**config.mk**
```make
export PLATFORM = sky130hd
export DESIGN_NAME = qp_mem_arbiter
export DESIGN_NICKNAME = d
export VERILOG_FILES = /design/src/rtl/qp_mem_arbiter.sv
export SDC_FILE = /design/constraint.sdc
export NUM_CORES = 1
export LEC_CHECK = 0
export BUFFER_PORTS_ARGS = -buffer_cell sky130_fd_sc_hd__buf_2
export CAP_MARGIN = 15
export CORE_AREA = 5 5 122 124
export DETAILED_ROUTE_END_ITERATION = 8
export DIE_AREA = 0 0 127 129
export PLACE_DENSITY = 0.76
export SYNTH_ARGS = -nofsm -noshare
export SYNTH_HDL_FRONTEND = slang
export SYNTH_SLANG_ARGS = --single-unit
```
**constraint.sdc**
```tcl
create_clock -name clk -period 2.25 [get_ports clk]
set_clock_uncertainty 0.1 [all_clocks]
set_input_delay 0.3375 -clock clk [delete_from_list [all_inputs] [get_ports clk]]
set_output_delay 0.3375 -clock clk [all_outputs]
set_load 0.01 [all_outputs]
```
**src/rtl/qp_mem_arbiter.sv**
```systemverilog
// Arbitrates the single-port query-patch SRAM between the Wishbone slave and the engine.
// The engine has priority, and Wishbone is forced through after MAX_WAIT starved cycles.
module qp_mem_arbiter #(
  parameter int DATA_WIDTH = 11,
  parameter int PATCH_SIZE = 5,
  parameter int NUM_QUERYS = 408,
  parameter int MAX_WAIT   = 16,
  parameter int AW         = $clog2(NUM_QUERYS),
  parameter int PW         = PATCH_SIZE * DATA_WIDTH
) (
  input  logic          clk,
  input  logic          rst_n,
  input  logic          wbs_req,
  input  logic          wbs_we,
  input  logic [AW:0]   wbs_addr,
  input  logic [31:0]   wbs_wdata,
  output logic          wbs_ack,
  output logic [31:0]   wbs_rdata,
  input  logic          eng_req,
  input  logic          eng_we,
  input  logic [AW-1:0] eng_addr,
  input  logic [PW-1:0] eng_wpatch,
  output logic          eng_gnt,
  output logic          eng_rvalid,
  output logic [PW-1:0] eng_rpatch,
  output logic          mem_csb0,
  output logic          mem_web0,
  output logic [AW-1:0] mem_addr0,
  output logic [PW-1:0] mem_wpatch0,
  input  logic [PW-1:0] mem_rpatch0
);

  localparam int WW = $clog2(MAX_WAIT + 1);

  typedef enum logic [1:0] {IDLE, WB_RD, WB_ACK} state_t;

  state_t        state, state_nxt;
  logic [WW-1:0] wait_cnt;
  logic [31:0]   hold;
  logic          half_q;
  logic          wbs_gnt_int;
  logic          wb_issue;
  logic          wb_mem;

  assign eng_rpatch = mem_rpatch0;

  // Gating with rst_n keeps the SRAM deselected for the whole time reset is held.
  always_comb begin
    wbs_gnt_int = !eng_req || (wait_cnt == WW'(MAX_WAIT));
    wb_issue    = rst_n && (state == IDLE) && wbs_req && wbs_gnt_int;
    wb_mem      = wb_issue && (!wbs_we || wbs_addr[0]);
    eng_gnt     = rst_n && eng_req && !wb_issue;

    state_nxt = state;
    case (state)
      IDLE:    if (wb_issue) state_nxt = wbs_we ? WB_ACK : WB_RD;
      WB_RD:   state_nxt = WB_ACK;
      WB_ACK:  state_nxt = IDLE;
      default: state_nxt = IDLE;
    endcase

    mem_csb0    = 1'b1;
    mem_web0    = 1'b1;
    mem_addr0   = '0;
    mem_wpatch0 = '0;
    if (wb_mem) begin
      mem_csb0    = 1'b0;
      mem_web0    = wbs_we ? 1'b0 : 1'b1;
      mem_addr0   = wbs_addr[AW:1];
      mem_wpatch0 = {wbs_wdata[PW-33:0], hold};
    end else if (eng_gnt) begin
      mem_csb0    = 1'b0;
      mem_web0    = !eng_we;
      mem_addr0   = eng_addr;
      mem_wpatch0 = eng_wpatch;
    end
  end

  always_ff @(posedge clk or negedge rst_n) begin
    if (!rst_n) begin
      state      <= IDLE;
      wait_cnt   <= '0;
      hold       <= '0;
      half_q     <= 1'b0;
      wbs_rdata  <= '0;
      wbs_ack    <= 1'b0;
      eng_rvalid <= 1'b0;
    end else begin
      state      <= state_nxt;
      wbs_ack    <= (state_nxt == WB_ACK);
      eng_rvalid <= eng_gnt && !eng_we;

      if (wb_issue) half_q <= wbs_addr[0];
      if (wb_issue && wbs_we && !wbs_addr[0]) hold <= wbs_wdata;

      if (state == WB_RD)
        wbs_rdata <= half_q ? {{(64-PW){1'b0}}, mem_rpatch0[PW-1:32]} : mem_rpatch0[31:0];

      if (!wbs_req || wb_issue)
        wait_cnt <= '0;
      else if ((state == IDLE) && (wait_cnt != WW'(MAX_WAIT)))
        wait_cnt <= wait_cnt + 1'b1;
    end
  end

endmodule
```
==> results of run 1 <==
## metal layers
layer / track usage (%) / vias up / part of all wire (%) / wire, um
met5: 0 / - / 0.12 / 19
li1: - / 2290 / - / -
met4: 4.92 / 2 / 1.6 / 267
met1: 20.2 / 2188 / 36 / 5890
met3: 4.98 / 17 / 8.7 / 1420
met2: 33.6 / 232 / 53 / 8640
## where the power goes
group          switching (mW)  leakage [nW]  internal (mW)
clock network           0.613         0.150          0.904
logic                   0.771          2.66          0.742
registers               0.164         0.919           1.66
total                    1.55          3.73           3.31
## path summary, 6_finish.rpt
check | from | to | slack (ns) | cells past startpoint
worst min register to register | wbs_rdata[11]$_DFFE_PN0P_ | wbs_rdata[11]$_DFFE_PN0P_ | 0.37 | 2
worst max register to register | wait_cnt[0]$_DFFE_PN0P_ | hold[10]$_DFFE_PN0P_ | 0.02 | 9
max in group asynchronous | rst_n | hold[14]$_DFFE_PN0P_ | 0.50 | 4
worst max-delay path | wait_cnt[0]$_DFFE_PN0P_ | mem_wpatch0[54] | -0.22 | 8
min in group asynchronous | rst_n | hold[21]$_DFFE_PN0P_ | 0.51 | 3
worst min-delay path | eng_we | eng_rvalid$_DFF_PN0_ | 0.07 | 2
## flip-flops by register name, indices dropped and copies added (netlist names)
register    count
hold           32
wbs_rdata      32
wait_cnt        5
state           2
eng_rvalid      1
half_q          1
wbs_ack         1
## area by class of cell
class,instances,area (um2),share of cell area [%]
Clock buffer,10,239,3.38
Clock inverter,6,72.6,1.03
Inverter,3,11.3,0.159
Multi-Input combinational cell,362,2460,34.7
Sequential cell,74,1850,26.2
Tap cell,180,225,3.18
Timing Repair Buffer,369,2220,31.4
## metrics by stage
stage	setup TNS (ns)	cells	setup WS [ns]	total power, mW
floorplan	0	530	0.143	2.67
global placement	-0.0531	964	-0.0369	3.25
detailed placement	-0.159	964	-0.0748	3.29
CTS	-10.30	995	-0.205	4.90
global route	-16.08	1004	-0.306	5.15
finish	-8.83	1004	-0.216	4.85
## kinds of logic after synthesis
kind of cell	share of synthesized area, %
compound gates	5.73
fa+ha+maj	0.518
buf+inv	12.6
flops	38.4
mux	26.0
simple gates	16.8
## layout by cell type, fill, tap and decap left out, types with 2 or more instances in the layout
cell and instances:
sky130_fd_sc_hd__buf_2 320, sky130_fd_sc_hd__nand2_1 165, sky130_fd_sc_hd__mux2i_1 83, sky130_fd_sc_hd__dfrtp_1 74
sky130_fd_sc_hd__o21ai_0 37, sky130_fd_sc_hd__mux2_2 29, sky130_fd_sc_hd__buf_4 22, sky130_fd_sc_hd__clkbuf_16 12
sky130_fd_sc_hd__nand2b_1 9, sky130_fd_sc_hd__buf_6 8, sky130_fd_sc_hd__buf_12 8, sky130_fd_sc_hd__buf_8 6
sky130_fd_sc_hd__mux2_1 4, sky130_fd_sc_hd__a211oi_1 4, sky130_fd_sc_hd__mux2i_4 3, sky130_fd_sc_hd__or3_1 3
sky130_fd_sc_hd__nand3_1 3, sky130_fd_sc_hd__inv_6 3, sky130_fd_sc_hd__inv_2 2, sky130_fd_sc_hd__nand4bb_4 2
sky130_fd_sc_hd__nand2b_2 2, sky130_fd_sc_hd__a21bo_2 2
## worst reg2reg max path: cells and delay by family, from the launching register on
kind	cells	cell delay (ns)
flops	1	0.39
buf+inv	5	0.74
compound gates	1	0.26
fa+ha+maj	1	0.14
simple gates	1	0.13
mux	1	0.34
## what timing repair did
action | CTS | global route
buffers inserted | 12 | 7
hold buffers | 1 | 0
hold endpoints to repair | 16 | 0
gates cloned | 2 | 4
pin swaps | 3 | 1
setup endpoints to repair | 66 | 97
resized for setup | 35 | 4
==> qor.csv, run 1 <==
metric,value,unit
result of the run,"complete, but fails checks",
failing checks,setup timing,
Post-synth EDFFs,0,
Root Driver,sky130_fd_sc_hd__clkbuf_16,
dominant synthesized flop cell,sky130_fd_sc_hd__dfrtp_1,
critical path peak fanout,8,
path type of the worst setup path,flop to primary output,
routed wire length,16200,um
most common cell in the synthesized netlist,sky130_fd_sc_hd__nand2_1,
final worst setup slack,-0.216,ns
Worst EP arrival,2.03,ns
pwr dens,686,nW/um2
WP buf/inv,4,
placed standard-cell area,6330,um2
fmax,406,MHz
final period utilization,110,%
Layout Utilization,51.8,%
unrepaired setup endpoints after global routing,true,
effective utilization at floorplan,35.3,%
clock buffer count from CTS,9,
Max clock buf depth,2,
Setup crit end kind,primary output,
TritonCTS clock tree,yes,
HPWL after detailed placement,11900,um
Hold WC Path Type,input port to flop,
antenna violations before repair,1,
nets in the synthesized netlist,699,
post-route cell area,7080,um2
Pins Over Slew Limit,0,
post-synthesis instance area,4830,um2
clk sink count,74,
cell types with the largest area share after synthesis,"sky130_fd_sc_hd__dfrtp_1 38%, sky130_fd_sc_hd__mux2i_1 18%, sky130_fd_sc_hd__nand2_1 13%",
slowest stage cell on the critical path,sky130_fd_sc_hd__dfrtp_1,
core area,13700,um2
pin count of the biggest net entering global routing,67,
"Area growth, synth to finish",46.6,%
Setup-failing EPs final,67,
leading cell types by count after synthesis,"165 x sky130_fd_sc_hd__nand2_1, 87 x sky130_fd_sc_hd__mux2i_1, 74 x sky130_fd_sc_hd__dfrtp_1",
Clock Latency Late Sink,0.33,ns
first-pass GRT wire length,23800,um
post-route DRC violation count,0,
number of standard cells after synthesis,530,
CP peak stage delay,0.39,ns
hold slack,0.0729,ns
synth warn,0,
FP Rows,43,
die area,16400,um2
synthesis-stage register bit count,74,
startpoint type of the worst setup path,flop,
average wire per cell in the routed design,16.2,um
clock-pin slew on the worst setup and hold paths,0.06,ns
drt initial violations,104,
# fillers,1300,
GRT Util Overall,18.0,%
total number of H-tree levels,3,
total of buffers placed on input and output ports,322,
fraction of the yosys area taken by sequential cells,38.4,%
post-DR vias/cell,4.71,
proportion of layout cells with a drive suffix above 1,52.4,%
via total after detailed routing,4729,
Detail Route Antenna Nets,0,
data required time at the worst endpoint,1.81,ns
kind of cell with the highest combined delay on the critical path,buffers and inverters,
first drt pass iteration count,4,
cell accounting for the most synthesized area,sky130_fd_sc_hd__dfrtp_1,
"Critical Path, Cell by Cell",inv_2 > ha_4 > nand4bb_4 > a21oi_4 > buf_12 > buf_16 > mux2i_4 > buf_2,
number of maximum-capacitance violations,0,
width of the die,127,um
Avg Synthesized Cell Area,9.11,um2
total count of hold-check failures in the final report,0,
antenna fix cells,0,
maximum resistive drop on vdd,473,uV
Yosys top cell area share,38.4,%
Die Ht,129,um
final critical delay including setup and external delays,2.47,ns
Worst slew margin,49.5,%
Leakage Power,3.73,nW
share of flip-flops with an asynchronous set or reset,100,%
Ports,323,
routability congestion estimate from global placement,0.798,
number of global-route vias before repair,4773,
Final #Nets,988,
number of distinct library cell variants in the gate-level netlist after synthesis,31,
slew of the pin with the lowest slew margin,0.758,ns
leftover overflow at the end of global routing,0,
Power figures use the tool's default switching activity.
==> run 2: changes to the inputs <==
CTS_BUF_LIST = sky130_fd_sc_hd__clkbuf_16   (was default)
==> run 2 against run 1 <==
  * The run still ends with setup timing left
  * Worst hold slack better by 0.00064 ns
  * Clock power shrank 3%
  * Core utilization fell by 0.073 points
  * Non-clock buffer count unchanged
==> qor.csv, run 2 (synthesis results as in run 1) <==
metric,value,unit,change
first-pass GRT wire length,23800,um,unchanged
Regs by FF count,"hold x32, wbs_rdata x32, wait_cnt x5",,unchanged
TritonCTS clock tree,yes,,unchanged
cell-internal power,3.27,mW,was 3.31 mW
path type of the worst setup path,flop to primary output,,unchanged
core area,13700,um2,unchanged
width of the die,127,um,unchanged
antenna fix cells,0,,unchanged
Leakage Power,3.72,nW,was 3.73 nW
Worst slew margin,49.5,%,unchanged
fmax,406,MHz,unchanged
result of the run,"complete, but fails checks",,unchanged
total count of hold-check failures in the final report,0,,unchanged
most used cells in the layout excluding fill and tap cells,"320 x sky130_fd_sc_hd__buf_2, 165 x sky130_fd_sc_hd__nand2_1, 83 x sky130_fd_sc_hd__mux2i_1",,unchanged
average wire per cell in the routed design,16.2,um,unchanged
endpoint of the worst hold path,eng_rvalid$_DFF_PN0_,,unchanged
Setup-failing EPs final,67,,unchanged
FP Rows,43,,unchanged
fraction of power spent switching nets,32.1,%,was 31.9%
hold slack,0.0735,ns,was 0.0729 ns
number of cells traversed by the worst hold path,2,,unchanged
number of maximum-capacitance violations,0,,unchanged
final worst setup slack,-0.216,ns,unchanged
Hold WC Path Type,input port to flop,,unchanged
pin count of the biggest net entering global routing,67,,unchanged
post-route DRC violation count,0,,unchanged
critical path peak fanout,8,,unchanged
share of power burned in combinational logic,31.4,%,was 31.2%
cell depth of the worst flop-to-flop path,9,,unchanged
Clock Power Share,30.7,%,was 31.2%
die area,16400,um2,unchanged
clk sink count,74,,unchanged
GRT Util Overall,18.0,%,unchanged
number of global-route vias before repair,4773,,unchanged
Pins Over Slew Limit,0,,unchanged
Detail Route Antenna Nets,0,,unchanged
total number of H-tree levels,3,,unchanged
startpoint of the lowest-slack register-to-register path,wait_cnt[0]$_DFFE_PN0P_,,unchanged
clock buffer count from CTS,9,,unchanged
total of buffers placed on input and output ports,322,,unchanged
Clock Latency Late Sink,0.33,ns,about the same
final period utilization,110,%,unchanged
register share of total power,37.9,%,was 37.6%
pwr dens,682,nW/um2,was 686 nW/um2
leftover overflow at the end of global routing,0,,unchanged
Ports,323,,unchanged
failing checks,setup timing,,unchanged
Root Driver,sky130_fd_sc_hd__clkbuf_16,,unchanged
origin of the worst min-delay path,eng_we,,unchanged
drt initial violations,104,,unchanged
worst-case register-to-register setup slack,0.02,ns,about the same
antenna violations before repair,1,,unchanged
data required time at the worst endpoint,1.81,ns,about the same
endpoint of the lowest-slack register-to-register path,hold[10]$_DFFE_PN0P_,,unchanged
Final #Nets,988,,unchanged
slew of the pin with the lowest slew margin,0.758,ns,unchanged
"most common cell after layout, fill and taps aside",sky130_fd_sc_hd__buf_2,,unchanged
Setup crit end kind,primary output,,unchanged
HPWL after detailed placement,11900,um,unchanged
first drt pass iteration count,4,,unchanged
"Area growth, synth to finish",46.4,%,was 46.6%
Layout Utilization,51.7,%,was 51.8%
via total after detailed routing,4729,,unchanged
routability congestion estimate from global placement,0.798,,unchanged
Worst EP arrival,2.03,ns,about the same
final critical delay including setup and external delays,2.47,ns,unchanged
proportion of layout cells with a drive suffix above 1,52.3,%,was 52.4%
startpoint type of the worst setup path,flop,,unchanged
Die Ht,129,um,unchanged
# fillers,1301,,was 1300
post-DR vias/cell,4.71,,unchanged
unrepaired setup endpoints after global routing,true,,unchanged
maximum resistive drop on vdd,473,uV,unchanged
effective utilization at floorplan,35.3,%,unchanged
clock-pin slew on the worst setup and hold paths,0.06,ns,about the same
switching power total,1.55,mW,about the same
Max clock buf depth,2,,unchanged
routed wire length,16200,um,unchanged
run 2: cell types whose count changed in the layout (fill, tap and decap cells not counted):
cell                       delta
sky130_fd_sc_hd__clkbuf_8     -1
sky130_fd_sc_hd__clkinv_1     +1
run 2: per-layer routing:
layer | GRT usage (%) | up-vias | part of all wire [%]
li1 | - | 2290 | -
met1 | 20.2 | 2188 | 36
met2 | 33.6 | 232 | 53
met3 | 4.98 | 17 | 8.7
met4 | 4.92 | 2 | 1.6
met5 | 0 | - | 0.12
run 2: what timing repair did:
action,in CTS,in global routing
endpoints found under the setup margin,66,97
endpoints found under the hold margin,16,0
pin swaps,3,1
setup buffers,12,7
resized for setup,35,4
gates cloned,2,4
hold buffers,1,0
run 2: cell type report:
type	count	area (um2)	area share [%]
clock buffers	9	225	3.19
clock inverters	7	76.3	1.08
inverters	3	11.3	0.159
multi-input cells	362	2460	34.8
flip-flops and latches	74	1850	26.2
well taps	180	225	3.19
repair buffers	369	2220	31.4
run 2: power by group through the flow:
| stage | registers (mW) | clock network (mW) | logic [mW] |
|---|---|---|---|
| after global routing | 1.87 | 1.58 | 1.67 |
| after detailed placement | 1.85 | 0 | 1.44 |
| after floorplan | 1.91 | 0 | 0.758 |
| after CTS | 1.83 | 1.52 | 1.52 |
| after global placement | 1.84 | 0 | 1.41 |
| final | 1.83 | 1.48 | 1.51 |
run 2: through the flow:
stage                     area, um2  setup TNS, ns  setup WS, ns  power (mW)  instances
final                          7070          -8.83        -0.216        4.82       1004
after global routing           7070         -16.08        -0.306        5.12       1004
after CTS                      6970         -10.30        -0.205        4.86        995
after detailed placement       6330         -0.159       -0.0748        3.29        964
after global placement         6330        -0.0531       -0.0369        3.25        964
after floorplan                4830              0         0.143        2.67        530
run 2: worst max path at each step:
stage                                       start               to
after detailed placement  wait_cnt[1]$_DFFE_PN0P_  mem_wpatch0[54]
after floorplan           wait_cnt[0]$_DFFE_PN0P_  mem_wpatch0[14]
after global placement    wait_cnt[1]$_DFFE_PN0P_  mem_wpatch0[54]
final                     wait_cnt[0]$_DFFE_PN0P_  mem_wpatch0[54]
after CTS                 wait_cnt[1]$_DFFE_PN0P_   mem_wpatch0[2]
after global routing      wait_cnt[0]$_DFFE_PN0P_  mem_wpatch0[23]
run 2: worst max-delay path: stages, from the launching register on:
cell                        delay [ns]
sky130_fd_sc_hd__dfrtp_1          0.39
sky130_fd_sc_hd__inv_2            0.08
sky130_fd_sc_hd__ha_4             0.14
sky130_fd_sc_hd__nand4bb_4        0.13
sky130_fd_sc_hd__a21oi_4          0.21
sky130_fd_sc_hd__buf_12           0.17
sky130_fd_sc_hd__buf_16           0.15
sky130_fd_sc_hd__mux2i_4          0.26
sky130_fd_sc_hd__buf_2            0.16
==> run 3: changes to the inputs <==
ABC_AREA = 1   (was default)
CORE_AREA = 5 5 123 125   (was 5 5 122 124)
DIE_AREA = 0 0 128 130   (was 0 0 127 129)
PLACE_DENSITY = 0.72   (was 0.76)
==> run 3 against run 2 <==
  * The run ends with hold timing, setup timing left
  * Highest routed layer is now met4
  * Clock-buffer cell count did not move
  * Non-clock buffer count fell by 12
  * Critical path depth rose by 6
  * Critical endpoint is now mem_wpatch0[13]
==> qor.csv, run 3 <==
metric,value,unit,change
result of the run,"complete, but fails checks",,unchanged
failing checks,"hold timing, setup timing",,was setup timing
most common cell in the synthesized netlist,sky130_fd_sc_hd__nand2_1,,unchanged
post-synthesis instance area,4480,um2,was 4830 um2
Clock Latency Late Sink,0.34,ns,was 0.33 ns
antenna violations before repair,0,,was 1
via total after detailed routing,5063,,was 4729
leading cell types by count after synthesis,"332 x sky130_fd_sc_hd__nand2_1, 74 x sky130_fd_sc_hd__dfrtp_1, 58 x sky130_fd_sc_hd__buf_4",,"was 165 x sky130_fd_sc_hd__nand2_1, 87 x sky130_fd_sc_hd__mux2i_1, 74 x sky130_fd_sc_hd__dfrtp_1"
Yosys top cell area share,41.4,%,was 38.4%
total of buffers placed on input and output ports,322,,unchanged
post-route cell area,6710,um2,was 7070 um2
post-route DRC violation count,0,,unchanged
average wire per cell in the routed design,15.2,um,was 16.2 um
total negative setup slack,-10.51,ns,was -8.83 ns
multi-input combinational cell area,2030,um2,was 2460 um2
path type of the worst setup path,flop to primary output,,unchanged
Hold WC Path Type,input port to async pin,,was input port to flop
antenna fix cells,0,,unchanged
Leakage Power,3.85,nW,was 3.72 nW
first-pass GRT wire length,24000,um,was 23800 um
endpoint of the lowest-slack register-to-register path,hold[19]$_DFFE_PN0P_,,was hold[10]$_DFFE_PN0P_
fraction of the mapped netlist area in compound gates,8.30,%,was 5.73%
Storage cell area,1850,um2,unchanged
XOR/XNOR Fraction of Synth Area,0,%,unchanged
first drt pass iteration count,4,,unchanged
GRT Util Overall,18.2,%,was 18.0%
"most common cell after layout, fill and taps aside",sky130_fd_sc_hd__buf_2,,unchanged
number of global-route vias before repair,4830,,was 4773
startpoint type of the worst setup path,flop,,unchanged
width of the die,128,um,was 127 um
Pins Over Slew Limit,0,,unchanged
share of flip-flops with an asynchronous set or reset,100,%,unchanged
total number of H-tree levels,3,,unchanged
critical path peak fanout,7,,was 8
synthesis-stage register bit count,74,,unchanged
fin cells,1105,,was 1004
clock buffer count from CTS,9,,unchanged
FP Rows,43,,unchanged
Die Ht,130,um,was 129 um
startpoint of the lowest-slack register-to-register path,wait_cnt[0]$_DFFE_PN0P_,,unchanged
maximum resistive drop on vdd,336,uV,was 473 uV
Detail Route Antenna Nets,0,,unchanged
Ports,323,,unchanged
Worst slew margin,66.7,%,was 49.5%
"Area growth, synth to finish",49.9,%,was 46.4%
cell depth of the worst flop-to-flop path,13,,was 9
total number of cells along the worst setup path,14,,was 8
CP peak stage delay,0.39,ns,about the same
unrepaired setup endpoints after global routing,true,,unchanged
total power,4.72,mW,was 4.82 mW
fmax,407,MHz,was 406 MHz
worst setup path end,mem_wpatch0[13],,was mem_wpatch0[54]
dominant synthesized flop cell,sky130_fd_sc_hd__dfrtp_1,,unchanged
nets in the synthesized netlist,812,,was 699
data required time at the worst endpoint,1.81,ns,about the same
slew of the pin with the lowest slew margin,0.499,ns,was 0.758 ns
Root Driver,sky130_fd_sc_hd__clkbuf_16,,unchanged
leftover overflow at the end of global routing,0,,unchanged
drt initial violations,193,,was 104
number of standard cells after synthesis,643,,was 530
pin count of the biggest net entering global routing,43,,was 67
proportion of layout cells with a drive suffix above 1,45.2,%,was 52.3%
core area,13800,um2,was 13700 um2
hold slack,-0.00319,ns,was 0.0735 ns
worst-case register-to-register setup slack,0.19,ns,was 0.02 ns
total count of hold-check failures in the final report,3,,was 0
cell with the most instances on the worst path,sky130_fd_sc_hd__nand2_2,,
fraction of the yosys area taken by sequential cells,41.4,%,was 38.4%
WP buf/inv,6,,was 4
final critical delay including setup and external delays,2.45,ns,was 2.47 ns
Setup-failing EPs final,67,,unchanged
pwr dens,704,nW/um2,was 682 nW/um2
slowest stage cell on the critical path,sky130_fd_sc_hd__dfrtp_1,,unchanged
routability congestion estimate from global placement,0.817,,was 0.798
Setup crit end kind,primary output,,unchanged
synth warn,0,,unchanged
mux contribution to synthesized area,0,%,was 26.0%
Regs by FF count,"hold x32, wbs_rdata x32, wait_cnt x5",,unchanged
number of maximum-capacitance violations,0,,unchanged
Final #Nets,1089,,was 988
post-DR vias/cell,4.58,,was 4.71
HPWL after detailed placement,11700,um,was 11900 um
Avg Synthesized Cell Area,6.96,um2,was 9.11 um2
cell types with the largest area share after synthesis,"sky130_fd_sc_hd__dfrtp_1 41%, sky130_fd_sc_hd__nand2_1 28%, sky130_fd_sc_hd__buf_4 9.7%",,"was sky130_fd_sc_hd__dfrtp_1 38%, sky130_fd_sc_hd__mux2i_1 18%, sky130_fd_sc_hd__nand2_1 13%"
Worst EP arrival,2.02,ns,was 2.03 ns
number of distinct library cell variants in the gate-level netlist after synthesis,19,,was 31
clk sink count,74,,unchanged
startpoint of the most critical setup path,wait_cnt[0]$_DFFE_PN0P_,,unchanged
final worst setup slack,-0.205,ns,was -0.216 ns
cell accounting for the most synthesized area,sky130_fd_sc_hd__dfrtp_1,,unchanged
final period utilization,109,%,was 110%
kind of cell with the highest combined delay on the critical path,buffers and inverters,,unchanged
effective utilization at floorplan,32.5,%,was 35.3%
simple logic cell fraction of the synthesized area,33.7,%,was 16.8%
Post-synth EDFFs,0,,unchanged
# fillers,1383,,was 1301
TritonCTS clock tree,yes,,unchanged
"Critical Path, Cell by Cell",inv_2 > ha_4 > nand2_2 > inv_2 > nand2_2 > nand2_2 > nand2_4 > nor2_4 > buf_12 > buf_8 > buf_16 > nand2_2 > nand2_1 > buf_2,,was inv_2 > ha_4 > nand4bb_4 > a21oi_4 > buf_12 > buf_16 > mux2i_4 > buf_2
most used cells in the layout excluding fill and tap cells,"311 x sky130_fd_sc_hd__buf_2, 300 x sky130_fd_sc_hd__nand2_1, 74 x sky130_fd_sc_hd__dfrtp_1",,"was 320 x sky130_fd_sc_hd__buf_2, 165 x sky130_fd_sc_hd__nand2_1, 83 x sky130_fd_sc_hd__mux2i_1"
placed standard-cell area,5790,um2,was 6330 um2
"post-synthesis share of cell area spent on full adders, half adders and majority gates",0.559,%,was 0.519%
Max clock buf depth,2,,unchanged
clock-pin slew on the worst setup and hold paths,0.07,ns,was 0.06 ns
"number of placed instances, taps included",1065,,was 964
routed wire length,16800,um,was 16200 um
die area,16600,um2,was 16400 um2
main combinational cell family by area after synthesis,simple AND/OR/NAND/NOR gates,,was multiplexers
## run 3: cell families after synthesis
group / Yosys count
and+or+nand+nor: 390
buffers and inverters: 109
DFF: 74
AOI/OAI and AO/OA: 68
adders and majority gates: 2
## run 3: worst min-delay path by stage
stage	from	end
CTS	rst_n	wbs_rdata[28]$_DFFE_PN0P_
global route	rst_n	wbs_ack$_DFF_PN0_
floorplan	rst_n	eng_rvalid$_DFF_PN0_
finish	rst_n	wbs_ack$_DFF_PN0_
detailed placement	rst_n	wait_cnt[3]$_DFFE_PN0P_
global placement	rst_n	wait_cnt[3]$_DFFE_PN0P_
## run 3: through the flow
stage / utilization [%] / setup WS [ns]
finish: 48.7 / -0.205
CTS: 46.9 / -0.216
floorplan: - / 0.364
detailed placement: 42.1 / 0.0240
global route: 48.7 / -0.321
global placement: 42.1 / 0.0983
## run 3: cell type report
class / count / share of cell area, %
repair buffers: 357 / 32.8
multi-input cells: 460 / 30.2
flip-flops and latches: 74 / 27.6
clock buffers: 9 / 3.36
well taps: 180 / 3.36
clock inverters: 7 / 1.49
inverters: 18 / 1.16
## run 3: layer usage
layer	GRT usage (%)	routed length [um]	vias up
met4	6.99	541	0
met1	19.7	5970	2268
met2	34.8	8940	254
met5	0	0	-
met3	3.85	1390	32
li1	-	-	2509
## run 3: power by group
part	internal, mW	leakage (nW)	switching [mW]
sequential	1.64	0.899	0.146
combinational	0.593	2.80	0.788
clock	0.978	0.149	0.584
## run 3: timing repair
action                     CTS  global route
resized for setup           22            46
setup endpoints to repair   65            67
hold buffers                 2             0
pin swaps                    8            23
cloned                       6             4
buffers inserted            10             2
hold endpoints to repair     3             0
